--- src/rtl/hpipe_sync_pkg.sv ---
// ---------------------------------------------------------------------------
// hpipe_pkg
// Shared types and helpers for the hpipe_sync bundled-data buffer.
//   in_state_t   : input-side four-phase handshake states
//   out_state_t  : output-side four-phase handshake states
//   SYNC_STAGES  : depth of the optional r_i / a_o synchronisers
//   cnt_w()      : occupancy counter width for a given depth
//   ptr_w()      : read/write pointer width for a given depth
// ---------------------------------------------------------------------------
package hpipe_pkg;

  localparam int SYNC_STAGES = 2;

  typedef enum logic {
    IN_IDLE = 1'b0,
    IN_ACK  = 1'b1
  } in_state_t;

  typedef enum logic [1:0] {
    OUT_IDLE  = 2'd0,
    OUT_SETUP = 2'd1,
    OUT_REQ   = 2'd2,
    OUT_RTZ   = 2'd3
  } out_state_t;

  // Occupancy must represent 0..DEPTH inclusive.
  function automatic int cnt_w(input int depth);
    return $clog2(depth + 1);
  endfunction

  // A single-entry buffer still needs a 1-bit pointer to keep ports legal.
  function automatic int ptr_w(input int depth);
    return (depth > 1) ? $clog2(depth) : 1;
  endfunction

endpackage

--- src/rtl/hpipe_sync_mem.sv ---
// ---------------------------------------------------------------------------
// hpipe_sync_mem
// DEPTH x N register array backing the hpipe_sync buffer. One synchronous
// write port, one asynchronous read port. Storage is not reset: an entry is
// only ever read after it has been written, so its power-up value is unseen.
// Ports:
//   clk   in  clock
//   we    in  write enable
//   waddr in  write address (AW bits, always < DEPTH)
//   wdata in  write data (N bits)
//   raddr in  read address (AW bits, always < DEPTH)
//   rdata out read data (N bits), combinational from raddr
// ---------------------------------------------------------------------------
module hpipe_sync_mem #(
  parameter int N     = 1,
  parameter int DEPTH = 2,
  parameter int AW    = 1
) (
  input  logic          clk,
  input  logic          we,
  input  logic [AW-1:0] waddr,
  input  logic [N-1:0]  wdata,
  input  logic [AW-1:0] raddr,
  output logic [N-1:0]  rdata
);

  logic [N-1:0] r_mem [DEPTH];

  always_ff @(posedge clk) begin
    if (we) begin
      r_mem[waddr] <= wdata;
    end
  end

  assign rdata = r_mem[raddr];

endmodule

--- src/rtl/hpipe_sync.sv ---
// ---------------------------------------------------------------------------
// hpipe_sync
// DEPTH-entry, N-bit bundled-data buffer with a four-phase return-to-zero
// req/ack handshake on both sides. Bridges self-timed segments into and out
// of the clk domain, reports occupancy, and holds d_o stable for SETUP
// cycles before raising r_o.
//
// Ports:
//   clk   in  clock, rising-edge
//   rst   in  synchronous reset, active-high
//   r_i   in  input request
//   a_i   out input acknowledge (registered)
//   d_i   in  input data, valid while r_i=1
//   r_o   out output request (registered)
//   a_o   in  output acknowledge from consumer
//   d_o   out output data (registered)
//   count out occupancy, 0..DEPTH
//
// Build option:
//   HPIPE_SYNC_INSYNC_EN  when defined, r_i and a_o pass through a
//                         SYNC_STAGES-flop synchroniser before the FSMs,
//                         adding that many cycles to every handshake edge.
//
// Input FSM
//   state     | meaning
//   IN_IDLE   | waiting for r_i with room available; a_i=0
//   IN_ACK    | word captured, a_i=1, waiting for r_i to return to zero
//
// Output FSM
//   state     | meaning
//   OUT_IDLE  | nothing presented; load d_o from the head entry when count>0
//   OUT_SETUP | d_o stable, r_o=0, counting down the setup time
//   OUT_REQ   | r_o=1, waiting for a_o; pop on a_o
//   OUT_RTZ   | r_o=0, waiting for a_o to return to zero
// ---------------------------------------------------------------------------
module hpipe_sync
  import hpipe_pkg::*;
#(
  parameter int N        = 1,
  parameter int DEPTH    = 2,
  parameter bit RdataVal = 1'b0,
  parameter int SETUP    = 1
) (
  input  logic                      clk,
  input  logic                      rst,
  input  logic                      r_i,
  output logic                      a_i,
  input  logic [N-1:0]              d_i,
  output logic                      r_o,
  input  logic                      a_o,
  output logic [N-1:0]              d_o,
  output logic [cnt_w(DEPTH)-1:0]   count
);

  localparam int CW = cnt_w(DEPTH);
  localparam int PW = ptr_w(DEPTH);
  localparam int SW = (SETUP > 1) ? $clog2(SETUP) : 1;

  localparam logic [CW-1:0] DEPTH_C  = CW'(DEPTH);
  localparam logic [PW-1:0] LAST_PTR = PW'(DEPTH - 1);
  localparam logic [SW-1:0] SETUP_LD = SW'(SETUP - 1);

  logic             w_r_i;
  logic             w_a_o;
  logic             w_push;
  logic             w_pop;
  logic [PW-1:0]    w_wptr_nxt;
  logic [PW-1:0]    w_rptr_nxt;
  logic [N-1:0]     w_rdata;

  in_state_t        r_in_state;
  out_state_t       r_out_state;
  logic             r_a_i;
  logic             r_r_o;
  logic [N-1:0]     r_d_o;
  logic [PW-1:0]    r_wptr;
  logic [PW-1:0]    r_rptr;
  logic [CW-1:0]    r_count;
  logic [SW-1:0]    r_setup_cnt;

  // -------------------------------------------------------------------------
  // Handshake input conditioning
  // -------------------------------------------------------------------------
`ifdef HPIPE_SYNC_INSYNC_EN
  logic [SYNC_STAGES-1:0] r_sync_ri;
  logic [SYNC_STAGES-1:0] r_sync_ao;

  always_ff @(posedge clk) begin
    if (rst) begin
      r_sync_ri <= '0;
      r_sync_ao <= '0;
    end else begin
      r_sync_ri <= {r_sync_ri[SYNC_STAGES-2:0], r_i};
      r_sync_ao <= {r_sync_ao[SYNC_STAGES-2:0], a_o};
    end
  end

  assign w_r_i = r_sync_ri[SYNC_STAGES-1];
  assign w_a_o = r_sync_ao[SYNC_STAGES-1];
`else
  assign w_r_i = r_i;
  assign w_a_o = a_o;
`endif

  // -------------------------------------------------------------------------
  // Push / pop qualifiers. The full check uses the registered count only, so
  // a push arriving at full alongside a pop is taken on the following cycle.
  // -------------------------------------------------------------------------
  assign w_push = (r_in_state == IN_IDLE) && w_r_i && (r_count < DEPTH_C);
  assign w_pop  = (r_out_state == OUT_REQ) && w_a_o;

  assign w_wptr_nxt = (r_wptr == LAST_PTR) ? '0 : r_wptr + PW'(1);
  assign w_rptr_nxt = (r_rptr == LAST_PTR) ? '0 : r_rptr + PW'(1);

  hpipe_sync_mem #(
    .N     (N),
    .DEPTH (DEPTH),
    .AW    (PW)
  ) u_mem (
    .clk   (clk),
    .we    (w_push),
    .waddr (r_wptr),
    .wdata (d_i),
    .raddr (r_rptr),
    .rdata (w_rdata)
  );

  // -------------------------------------------------------------------------
  // Input FSM
  // -------------------------------------------------------------------------
  always_ff @(posedge clk) begin
    if (rst) begin
      r_in_state <= IN_IDLE;
      r_a_i      <= 1'b0;
      r_wptr     <= '0;
    end else begin
      case (r_in_state)
        IN_IDLE: begin
          if (w_push) begin
            r_wptr     <= w_wptr_nxt;
            r_a_i      <= 1'b1;
            r_in_state <= IN_ACK;
          end
        end
        IN_ACK: begin
          if (!w_r_i) begin
            r_a_i      <= 1'b0;
            r_in_state <= IN_IDLE;
          end
        end
        default: begin
          r_a_i      <= 1'b0;
          r_in_state <= IN_IDLE;
        end
      endcase
    end
  end

  // -------------------------------------------------------------------------
  // Occupancy
  // -------------------------------------------------------------------------
  always_ff @(posedge clk) begin
    if (rst) begin
      r_count <= '0;
    end else if (w_push && !w_pop) begin
      r_count <= r_count + CW'(1);
    end else if (!w_push && w_pop) begin
      r_count <= r_count - CW'(1);
    end
  end

  // -------------------------------------------------------------------------
  // Output FSM. d_o is only written on the OUT_IDLE -> OUT_SETUP load, so it
  // stays put through the whole four-phase cycle of the presented word.
  // -------------------------------------------------------------------------
  always_ff @(posedge clk) begin
    if (rst) begin
      r_out_state <= OUT_IDLE;
      r_r_o       <= 1'b0;
      r_d_o       <= {N{RdataVal}};
      r_rptr      <= '0;
      r_setup_cnt <= '0;
    end else begin
      case (r_out_state)
        OUT_IDLE: begin
          if (r_count != '0) begin
            r_d_o       <= w_rdata;
            r_setup_cnt <= SETUP_LD;
            r_out_state <= OUT_SETUP;
          end
        end
        OUT_SETUP: begin
          if (r_setup_cnt == '0) begin
            r_r_o       <= 1'b1;
            r_out_state <= OUT_REQ;
          end else begin
            r_setup_cnt <= r_setup_cnt - SW'(1);
          end
        end
        OUT_REQ: begin
          if (w_pop) begin
            r_rptr      <= w_rptr_nxt;
            r_r_o       <= 1'b0;
            r_out_state <= OUT_RTZ;
          end
        end
        OUT_RTZ: begin
          if (!w_a_o) begin
            r_out_state <= OUT_IDLE;
          end
        end
        default: begin
          r_r_o       <= 1'b0;
          r_out_state <= OUT_IDLE;
        end
      endcase
    end
  end

  assign a_i   = r_a_i;
  assign r_o   = r_r_o;
  assign d_o   = r_d_o;
  assign count = r_count;

  // -------------------------------------------------------------------------
  // Protocol checks. The FSMs simply ignore these violations; the checks make
  // them visible in simulation. The cycle right after reset is excluded since
  // an abandoned handshake legitimately drops r_i with a_i already cleared.
  // -------------------------------------------------------------------------
  a_ri_dropped_early: assert property (@(posedge clk) disable iff (rst)
    (!$past(rst) && $fell(w_r_i)) |-> r_a_i);

  a_ao_outside_req: assert property (@(posedge clk) disable iff (rst)
    (!$past(rst) && $rose(w_a_o)) |-> (r_out_state == OUT_REQ));

endmodule

--- config.mk ---
export PLATFORM = sky130hd
export DESIGN_NAME = hpipe_sync
export DESIGN_NICKNAME = d
export VERILOG_FILES = /design/src/rtl/hpipe_sync_pkg.sv /design/src/rtl/hpipe_sync_mem.sv /design/src/rtl/hpipe_sync.sv
export SDC_FILE = /design/constraint.sdc
export NUM_CORES = 1
export LEC_CHECK = 0
export CAP_MARGIN = 20
export CORE_AREA = 2 2 39 41
export CTS_BUF_LIST = sky130_fd_sc_hd__clkbuf_16
export DETAILED_ROUTE_END_ITERATION = 12
export DIE_AREA = 0 0 41 43
export PLACE_DENSITY = 0.72
export SYNTH_ARGS = -nofsm -noshare
export SYNTH_HDL_FRONTEND = slang
export SYNTH_SLANG_ARGS = --single-unit
--- constraint.sdc ---
create_clock -name clk -period 2.2 [get_ports clk]
set_input_delay 0.33 -clock clk [delete_from_list [all_inputs] [get_ports clk]]
set_output_delay 0.33 -clock clk [all_outputs]
set_load 0.02 [all_outputs]
; Word level (Yosys, flattened, before mapping)
; Memory sizes are Yosys's and may differ from the RTL's. A register that Yosys moved wholly into a read port is not among the register bits.
; Cells that the tools add are included.
[classes]
n_bitwise = 1
div_mod_pow = 0
order_cmp = 1
reduce_logical = 19
multipliers = 0
add_sub_neg = 5
shifts = 0
mux = 22
eq_ne = 9
[ops]
columns = op, count
row1 = two-way mux 2 bit, 6
row2 = != test 2 bit (second input constant), 6
row3 = two-way mux 1 bit, 11
row4 = AND reduction 2 bit, 5
row5 = one-hot mux 1 bit (2 select lines), 4
row6 = one-hot mux 2 bit (4 select lines), 1
row7 = nonzero test 2 bit, 4
row8 = logical AND 1 bit, 5
row9 = == test 2 bit (second input constant), 2
row10 = AND reduction 4 bit, 1
row11 = AND reduction 3 bit, 1
row12 = adder 1 bit (second input constant), 2
row13 = adder 2 x 1 -> 2 bit (second input constant), 1
row14 = == test 2 x 1 -> 1 bit (second input constant), 1
row15 = logical NOT 1 bit, 2
row16 = logical NOT 2 bit, 1
row17 = < comparator 2 bit (second input constant), 1
row18 = subtractor 2 x 1 -> 2 bit (second input constant), 1
row19 = NOT 1 bit, 1
row20 = subtractor 1 bit (second input constant), 1
[word_totals]
ram_bits = 2
register_bits = 10
mem_count = 1
rom_bits = 0
latch_bits = 0
out_inout_bits = 5
[memory_table]
columns = memory, depth, word_bits, rd, rd_clocked_by_memory_dff, wr, line_no
row1 = u_mem.r_mem, 2, 1, 1, 1, 1, hpipe_sync_mem.sv:27  ; logic [N-1:0] r_mem [DEPTH];

; Depth between registers and ports, before layout
[depth]
ltp_word = 7
depth_mapped = 7
depth_no_buf = 7

; Modules after synthesis
; From an unflattened synthesis, not the netlist that was laid out.
[hier_totals]
cells_unflattened = 55
area_unflattened_um2 = 579.3
[modules_own_cells]
columns = module, area_per_inst_um2, seq_area_each_um2, instances, cells_each
row1 = hpipe_sync, 491.7, 200.2, 1, 50
row2 = hpipe_sync_mem, 87.6, 60.1, 1, 5

; Worst setup path after synthesis
; No wires, ideal clock.
[synth_timing]
path_type = flip-flop to flip-flop
startpoint = register r_count[1], in the netlist count[1]
endpoint = register r_count[1], in the netlist count[1]
setup_slack_ps = 524
period_less_slack_ps = 1676
setup_ps = 70
path_stages_with_launch = 6
arrival_ps = 1606
path_cell_list = dfxtp_1 -> or3_4 -> clkinv_2 -> ha_1 -> or3_1 -> a21oi_1
[synth_via]
elab_chain_len = 5
word_cells_on_any_way = 10
classes_between = add/sub (2) / order compare (1) / mux (2) / reduce/logical (5)
[synth_rtl]
columns = element, line_no
row1 = from (decl), hpipe_sync.sv:78  ; logic [CW-1:0] r_count;
row2 = from (signal assigned), hpipe_sync.sv:166  ; r_count <= r_count + CW'(1);
row3 = from (signal assigned), hpipe_sync.sv:168  ; r_count <= r_count - CW'(1);
row4 = < comparator 2 bit, hpipe_sync.sv:109  ; assign w_push = (r_in_state == IN_IDLE) && w_r_i && (r_count < DEPTH_C);
row5 = logical AND 1 bit, hpipe_sync.sv:109
row6 = logical NOT 1 bit, hpipe_sync.sv:167  ; end else if (!w_push && w_pop) begin
row7 = logical AND 1 bit, hpipe_sync.sv:167
row8 = nonzero test 2 bit (no line), --
; Parallel ways exist; a longest one is shown, timed or not. The select of a mux whose other input is x is not followed.
; A chain may end at the register's enable or synchronous reset.

; Worst setup path after layout
[layout_timing]
startpoint = input port r_i
endpoint = register r_count[1], in the netlist count[1]
[layout_via]
elab_chain_len = 5
word_cells_on_any_way = 7
classes_between = mux (1) / reduce/logical (6)
[layout_rtl]
columns = element, line_no
row1 = from (decl), hpipe_sync.sv:46  ; input logic r_i,
row2 = logical AND 1 bit (*) (2 in series), hpipe_sync.sv:109
row3 = logical NOT 1 bit, hpipe_sync.sv:167
row4 = logical AND 1 bit, hpipe_sync.sv:167
row5 = nonzero test 2 bit (no line), --
; Mark *: on every way between the ends. The rest lies on a longest branch, timed or not.

==> out/results.md <==
Worst setup path
* **number of buffers and inverters on the critical path** 3
* **r2r setup slk** 0.50 ns
* **cell with the largest stage delay on the worst path** sky130_fd_sc_hd__clkdlybuf4s50_1
* **Data arrival, critical path** 2.06 ns
* **worst reg2reg path endpoint** count[1]$_SDFFE_PP0P_
* **CP delay by family, top** simple AND/OR/NAND/NOR gates
* **worst-path cell chain** clkdlybuf4s50_1 -> clkinv_1 -> or3_4 -> clkinv_2 -> ha_1 -> or3_1 -> a21oi_1
* **kind of end point of the critical path** register
* **worst endpoint required time** 2.36 ns
* **reg2reg start** r_out_state[0]$_SDFFE_PP0P_
* **type of origin of the critical path** input pin
* **type of the setup path with the least slack** input pin to register
* **worst-path maximum fanout** 3
* **delay of the slowest critical-path stage** 0.47 ns
* **FF-to-FF path depth** 6

Logic synthesis
* **share of synthesized area occupied by flip-flops and latches** 46.3%
* **Net Count, Synth** 66
* **count of mapped cells out of synthesis** 56
* **largest area contributor in the synthesized netlist** sky130_fd_sc_hd__dfxtp_1
* **number of synthesized register bits** 12
* **top post-synthesis cells by area** sky130_fd_sc_hd__dfxtp_1 (36%), sky130_fd_sc_hd__ha_1 (11%), sky130_fd_sc_hd__edfxtp_1 (11%)
* **average cell area after synthesis** 10.0 µm²
* **number of distinct library cells after synthesis** 22
* **top cell type's share of synthesized area** 35.6%
* **number of warnings printed during yosys synthesis** 0
* **synthesized cell area** 562 µm²

Layout
* **count of nets after finishing** 79
* **layout cell share with drive strength beyond 1** 8.82%
* **filler cell count in the final layout** 124
* **antenna diode count** 0
* **Area Overhead vs Synth** 33.0%
* **most common library cell in the layout ignoring fill and taps** sky130_fd_sc_hd__dfxtp_1
* **highest-count cells in the layout ignoring fill and taps** sky130_fd_sc_hd__dfxtp_1 (10), sky130_fd_sc_hd__clkdlybuf4s50_1 (9), sky130_fd_sc_hd__nor2_1 (8)

Place
* **hpwl dp** 657 µm
* **post-place setup slack** 0.0540 ns
* **count of buffers inserted at the top-level ports** 9
* **GPL Wtd Cong** 0.661

Clocking
* **root buffer cell** sky130_fd_sc_hd__clkbuf_16
* **CTS tree** yes
* **CTS buffer count** 3
* **# H-tree levels** 1
* **postcts setup bufs** 0
* **clock latency reported for the late side of the worst-skew pair** 0.24 ns
* **post-CTS sizing** 0
* **Reg clk slew, reported paths** 0.04 ns
* **deepest clock path buffer count** 2
* **number of buffers inserted by hold repair at cts** 0
* **clk sinks** 12

Global routing
* **maximum number of pins on one net before global-route repair** 12
* **number of global-route vias before repair** 361
* **number of antenna violations at the first check in global routing** 0
* **total global-route track usage** 12.3%
* **first-pass GRT wire length** 1.40 mm
* **GR Overflow Total** 0

Timing
* **clock skew after layout** 0.00333 ns
* **Max Fclk** 527 MHz
* **final sum of negative setup slack** 0 ns
* **RSZ-0062 raised after global routing** no
* **post-layout min period** 1.90 ns
* **worst relative slew slack** 74.6%
* **count of endpoints failing setup in the final report** 0
* **transition time of the tightest slew-check pin** 0.380 ns
* **endpoints failing hold** 0
* **Worst Slack Setup Final** 0.301 ns
* **total count of max-transition violations in the final report** 0
* **hold slack final** 0.485 ns
* **share of the cycle needed by the critical path after routing** 86.3%

Drt
* **post-detailed-route via-to-cell ratio** 4.88
* **number of iterations in the first detailed-routing pass** 3
* **number of design-rule violations left by the first detailed-router iteration** 4
* **average wire length per cell after detail routing** 10.4 µm
* **post-route antenna net violation count** 0
* **DRC viols** 0
* **routed wire length** 873 µm
* **total vias in the final route** 410

Power
* **power per cell area** 1450 nW/µm²
* **maximum VDD drop** 0.785 mV
* **static leakage power** 0.000300 µW

Hold path
* **destination of the worst hold path** r_in_state$_SDFF_PP0_
* **path class of the lowest-slack min-delay path** register to register
* **Worst Hold Launch** r_in_state$_SDFF_PP0_
* **hold depth** 2

Die
* **number of top-level design ports** 10
* **Cell Rows** 14
* **initial standard-cell utilization of the core** 40.6%
* **Floorplan Core Area** 1380 µm²
* **die area** 1760 µm²
* **die extent in x** 41 µm
* **Chip Height** 43 µm

Status
* **outcome** complete, no violations

Run
* **count of maximum capacitance violations** 0

[worst reg2reg max path: stages (launching register included)]
cell,delay (ns)
sky130_fd_sc_hd__dfxtp_1,0.37
sky130_fd_sc_hd__inv_1,0.08
sky130_fd_sc_hd__ha_1,0.23
sky130_fd_sc_hd__nand2_1,0.14
sky130_fd_sc_hd__ha_1,0.28
sky130_fd_sc_hd__or3_1,0.38
sky130_fd_sc_hd__a21oi_1,0.14
[routing by layer]
metal,share of wire (%),vias up,track usage [%]
met5,0,-,0
met4,1.9,0,10.0
met3,3.9,2,4.71
met2,46,7,17.5
met1,48,189,13.9
li1,-,212,-
[flip-flops by register name, indices dropped and copies added, names as in the netlist]
| signal | flops |
|---|---|
| a_i | 1 |
| r_wptr | 1 |
| r_o | 1 |
| r_out_state | 2 |
| d_o | 1 |
| r_in_state | 1 |
| r_rptr | 1 |
| u_mem.r_mem | 2 |
| count | 2 |
[kinds of logic after synthesis]
group                    count (synthesis)  synth area share [%]
buffers and inverters                    6                  4.23
XOR/XNOR                                 4                  6.24
AO/OA/AOI/OAI                           11                  13.8
AND/OR/NAND/NOR                         16                  14.7
multiplexers                             2                  3.56
flip-flops                              12                  46.3
adder cells (fa/ha/maj)                  5                  11.1
[synthesized netlist by cell type]
cell type and count:
sky130_fd_sc_hd__clkinv_2 1, sky130_fd_sc_hd__or3_4 1, sky130_fd_sc_hd__clkbuf_1 1, sky130_fd_sc_hd__mux2i_1 2, sky130_fd_sc_hd__edfxtp_1 2, sky130_fd_sc_hd__o21ai_0 2, sky130_fd_sc_hd__clkinv_1 1, sky130_fd_sc_hd__nand2b_1 2
sky130_fd_sc_hd__inv_1 3, sky130_fd_sc_hd__o21a_1 2, sky130_fd_sc_hd__xor2_1 3, sky130_fd_sc_hd__and2_1 1, sky130_fd_sc_hd__nand2_1 1, sky130_fd_sc_hd__nor2_1 8, sky130_fd_sc_hd__a21oi_1 3, sky130_fd_sc_hd__a211oi_1 3
sky130_fd_sc_hd__nor2b_1 2, sky130_fd_sc_hd__ha_1 5, sky130_fd_sc_hd__dfxtp_1 10, sky130_fd_sc_hd__xnor2_1 1, sky130_fd_sc_hd__a221oi_2 1, sky130_fd_sc_hd__or3_1 1
[how the worst max path moves through the flow]
stage | startpoint | endpoint | slack (ns) | cells after the start
5_1_grt | r_i | count[1]$_SDFFE_PP0P_ | 0.23 | 7
3_5_place_dp | r_i | count[1]$_SDFFE_PP0P_ | 0.05 | 7
6_report | r_i | count[1]$_SDFFE_PP0P_ | 0.30 | 7
4_1_cts | r_i | count[1]$_SDFFE_PP0P_ | 0.30 | 7
3_3_place_gp | r_i | count[1]$_SDFFE_PP0P_ | 0.09 | 7
2_1_floorplan | count[1]$_SDFFE_PP0P_ | count[1]$_SDFFE_PP0P_ | 0.52 | 5
[power breakdown]
| part | switching (µW) | internal, µW | leakage (µW) |
|---|---|---|---|
| Sequential | 60.1 | 294 | 0.000101 |
| Combinational | 194 | 204 | 0.000157 |
| Clock | 88.1 | 238 | 0.0000423 |
| Total | 343 | 737 | 0.000300 |
[layout make-up]
type	instances	area [µm²]	area share [%]
clock buffers	3	75.1	10.1
clock inverters	1	3.75	0.503
inverters	5	20.0	2.68
multi-input cells	38	278	37.2
flip-flops and latches	12	260	34.8
well taps	16	20.0	2.68
repair buffers	9	90.1	12.1
[metrics by stage]
stage	cell area (µm²)	power, µW	instances	util, %
6_report	747	1080	84	54.0
5_1_grt	747	1160	84	54.0
4_1_cts	747	1090	84	54.0
3_5_place_dp	668	758	80	48.3
3_3_place_gp	668	749	80	48.3
2_1_floorplan	562	636	56	-
No activity file was read; power rests on OpenSTA's default activity.
==> variant (same settings) <==
Change the parameter `RdataVal` from 1'b0 to 1'b1.
--- a/src/rtl/hpipe_sync.sv
+++ b/src/rtl/hpipe_sync.sv
@@ -40,3 +40,3 @@
   parameter int DEPTH    = 2,
-  parameter bit RdataVal = 1'b0,
+  parameter bit RdataVal = 1'b1,
   parameter int SETUP    = 1
Behaviour: not the same (Yosys sat finds a counterexample within 4 cycles, from zero or initial values and one cycle with rst high).
==> variant against the original RTL <==
  * Cell area grew 0.17%
  * Sequential cell count unchanged
  * Synthesized cell count is the same
  * Sequential power is essentially flat
  * Clock skew down 0.0025 ns
  * Count of clock-buffer cells in the layout did not move
  * Total power increased by 0.24%
  * Non-clock buffer count did not move
  * Worst hold slack worse by 0.023 ns
  * Setup slack got worse by 0.029 ns
  * Area after synthesis up 0.22%
  * Wire length up 5.0%
  * Critical path type unchanged
==> variant: results (changes against the original RTL) <==
| Metric | Value |
|---|---|
| Clock skew | 0.000781 ns (-0.00255 ns) |
| Top Metal Used | met4 |
| Distinct cells, synth | 25 (+14%) |
| CP Max Fanout | 3 (unchanged) |
| Worst vdd ir | 490 µV (-38%) |
| Mean Syn Cell Area | 10.1 µm² (+0.22%) |
| Clock tree root driver cell | clkbuf_16 |
| Total iterations of the first detailed-routing run | 3 (unchanged) |
| First-pass GRT wire length | 1590 µm (+13%) |
| Post-synthesis sequential area ratio | 46.2% (-0.10 points) |
| Met3 routed WL | 34 µm (unchanged) |
| Initial antenna violation count | 0 (unchanged) |
| Layout cell share with drive strength beyond 1 | 10.3% (+1.5 points) |
| Most common library cells after synthesis | dfxtp_1, nor2_1, ha_1 |
| Final Wtd Congestion | 0.676 (+2.2%) |
| Synth warnings | 0 (unchanged) |
| Crit path from | r_i |
| Crit path DAT | 2.09 ns (+0.03 ns) |
| Layout fillers | 129 (+4.0%) |
| Post-CTS Setup Inserts | 0 (unchanged) |
| Number of port buffers | 9 (unchanged) |
| Vias per Instance | 4.77 (-2.2%) |
| Maximum level of the CTS H-tree | 1 (unchanged) |
| Final WL | 917 µm (+5.0%) |
| Post-placement cell count | 80 (unchanged) |
| DP HPWL | 689 µm (+4.7%) |
| Met2 usage | 19.7% (+2.2 points) |
| Total track usage | 14.2% (+1.8 points) |
| Post-synth EDFFs | 2 (unchanged) |
| NumNets Final | 79 (unchanged) |
| CTS max path bufs | 2 (unchanged) |
| Worst-Skew Late Latency | 0.24 ns (about the same) |
| Leakage dissipation | 0.298 nW (-0.72%) |
| Num CTS Buffers | 3 (unchanged) |
| Post-synthesis adder-cell area fraction | 11.1% (-0.025 points) |
| Switching share of total power | 32.0% (+0.27 points) |
| Clk slew on worst S/H paths | 0.04 ns (about the same) |
| Reg-to-Reg Start | r_out_state[0] |
| Met1 wire length | 441 µm (+5.3%) |
| Post-synthesis compound-gate area fraction | 13.6% (-0.25 points) |
| Status | completed |
| Asr flop ratio synth | 0% (unchanged) |
| Multiplexer share of the synthesized area | 3.56% (-0.0079 points) |
| Number of antenna repair diodes | 0 (unchanged) |
| Syn_nets | 66 (unchanged) |
| Relative slew margins | 73.1% (-1.5 points) |
| Pin count of the biggest net entering global routing | 12 (unchanged) |
| Post-CTS Resized | 0 (unchanged) |
| Met2 WL | 414 µm (+2.7%) |
| XOR/XNOR Fraction of Synth Area | 6.22% (-0.014 points) |
| Hold Crit Class | reg -> reg |
| M3 GR Usage | 4.71% (unchanged) |
| DRT iter0 DRCs | 5 (+1) |
| Area contributors post-synth | dfxtp_1, ha_1, edfxtp_1, nor2_1, xor2_1 |
| Vias in the first global route | 383 (+6.1%) |
| Pins Over Slew Limit | 0 (unchanged) |
| Hold_sp | d_o |
| GR Util met1 | 16.4% (+2.6 points) |
| WL/cell | 10.9 µm (+5.0%) |
## variant: worst paths after layout
kind,to,slack (ns),cells past startpoint
worst max-delay path,count[1],0.27,7
worst min-delay path,d_o,0.46,1
worst max register to register,count[1],0.49,6
worst min register to register,d_o,0.46,1
## variant: worst max-delay path, stage by stage
cell and delay [ns]:
clkdlybuf4s50_1 0.48, clkinv_1 0.08, or3_4 0.35, clkinv_2 0.07, ha_1 0.25, or3_1 0.38
a21oi_1 0.14
## variant: layout make-up
cell class                 instances  area, µm²  share of cell area [%]
clock buffer                       3       75.1                    10.0
sequential                        12        260                    34.8
inverter                           5       20.0                    2.68
tap                               16       20.0                    2.68
timing repair buffer               9       90.1                    12.0
clock inverter                     1       3.75                   0.502
multi-input combinational         38        279                    37.3
## variant: cell families (layout without fill, tap and decap cells)
group,after synthesis,in the layout
fa+ha+maj,5,5
xor+xnor,4,4
simple gates,16,16
compound gates,11,11
flops,12,12
mux,2,2
buf+inv,6,18
## variant: through the flow
stage	cell area (µm²)	util (%)	worst slack (ns)	power, mW	hold WS, ns
4_1_cts	748	54.1	0.277	1.09	0.462
2_1_floorplan	563	-	0.523	0.633	0.429
3_3_place_gp	669	48.4	0.0768	0.746	0.441
6_report	748	54.1	0.272	1.08	0.462
3_5_place_dp	669	48.4	0.0372	0.757	0.453
5_1_grt	748	54.1	0.204	1.15	0.486
## variant: power by group through the flow
stage / clock network (mW) / logic, mW / registers (mW)
2_1_floorplan: 0 / 0.242 / 0.391
3_3_place_gp: 0 / 0.390 / 0.355
3_5_place_dp: 0 / 0.399 / 0.358
4_1_cts: 0.336 / 0.402 / 0.354
5_1_grt: 0.345 / 0.437 / 0.368
6_report: 0.332 / 0.396 / 0.354
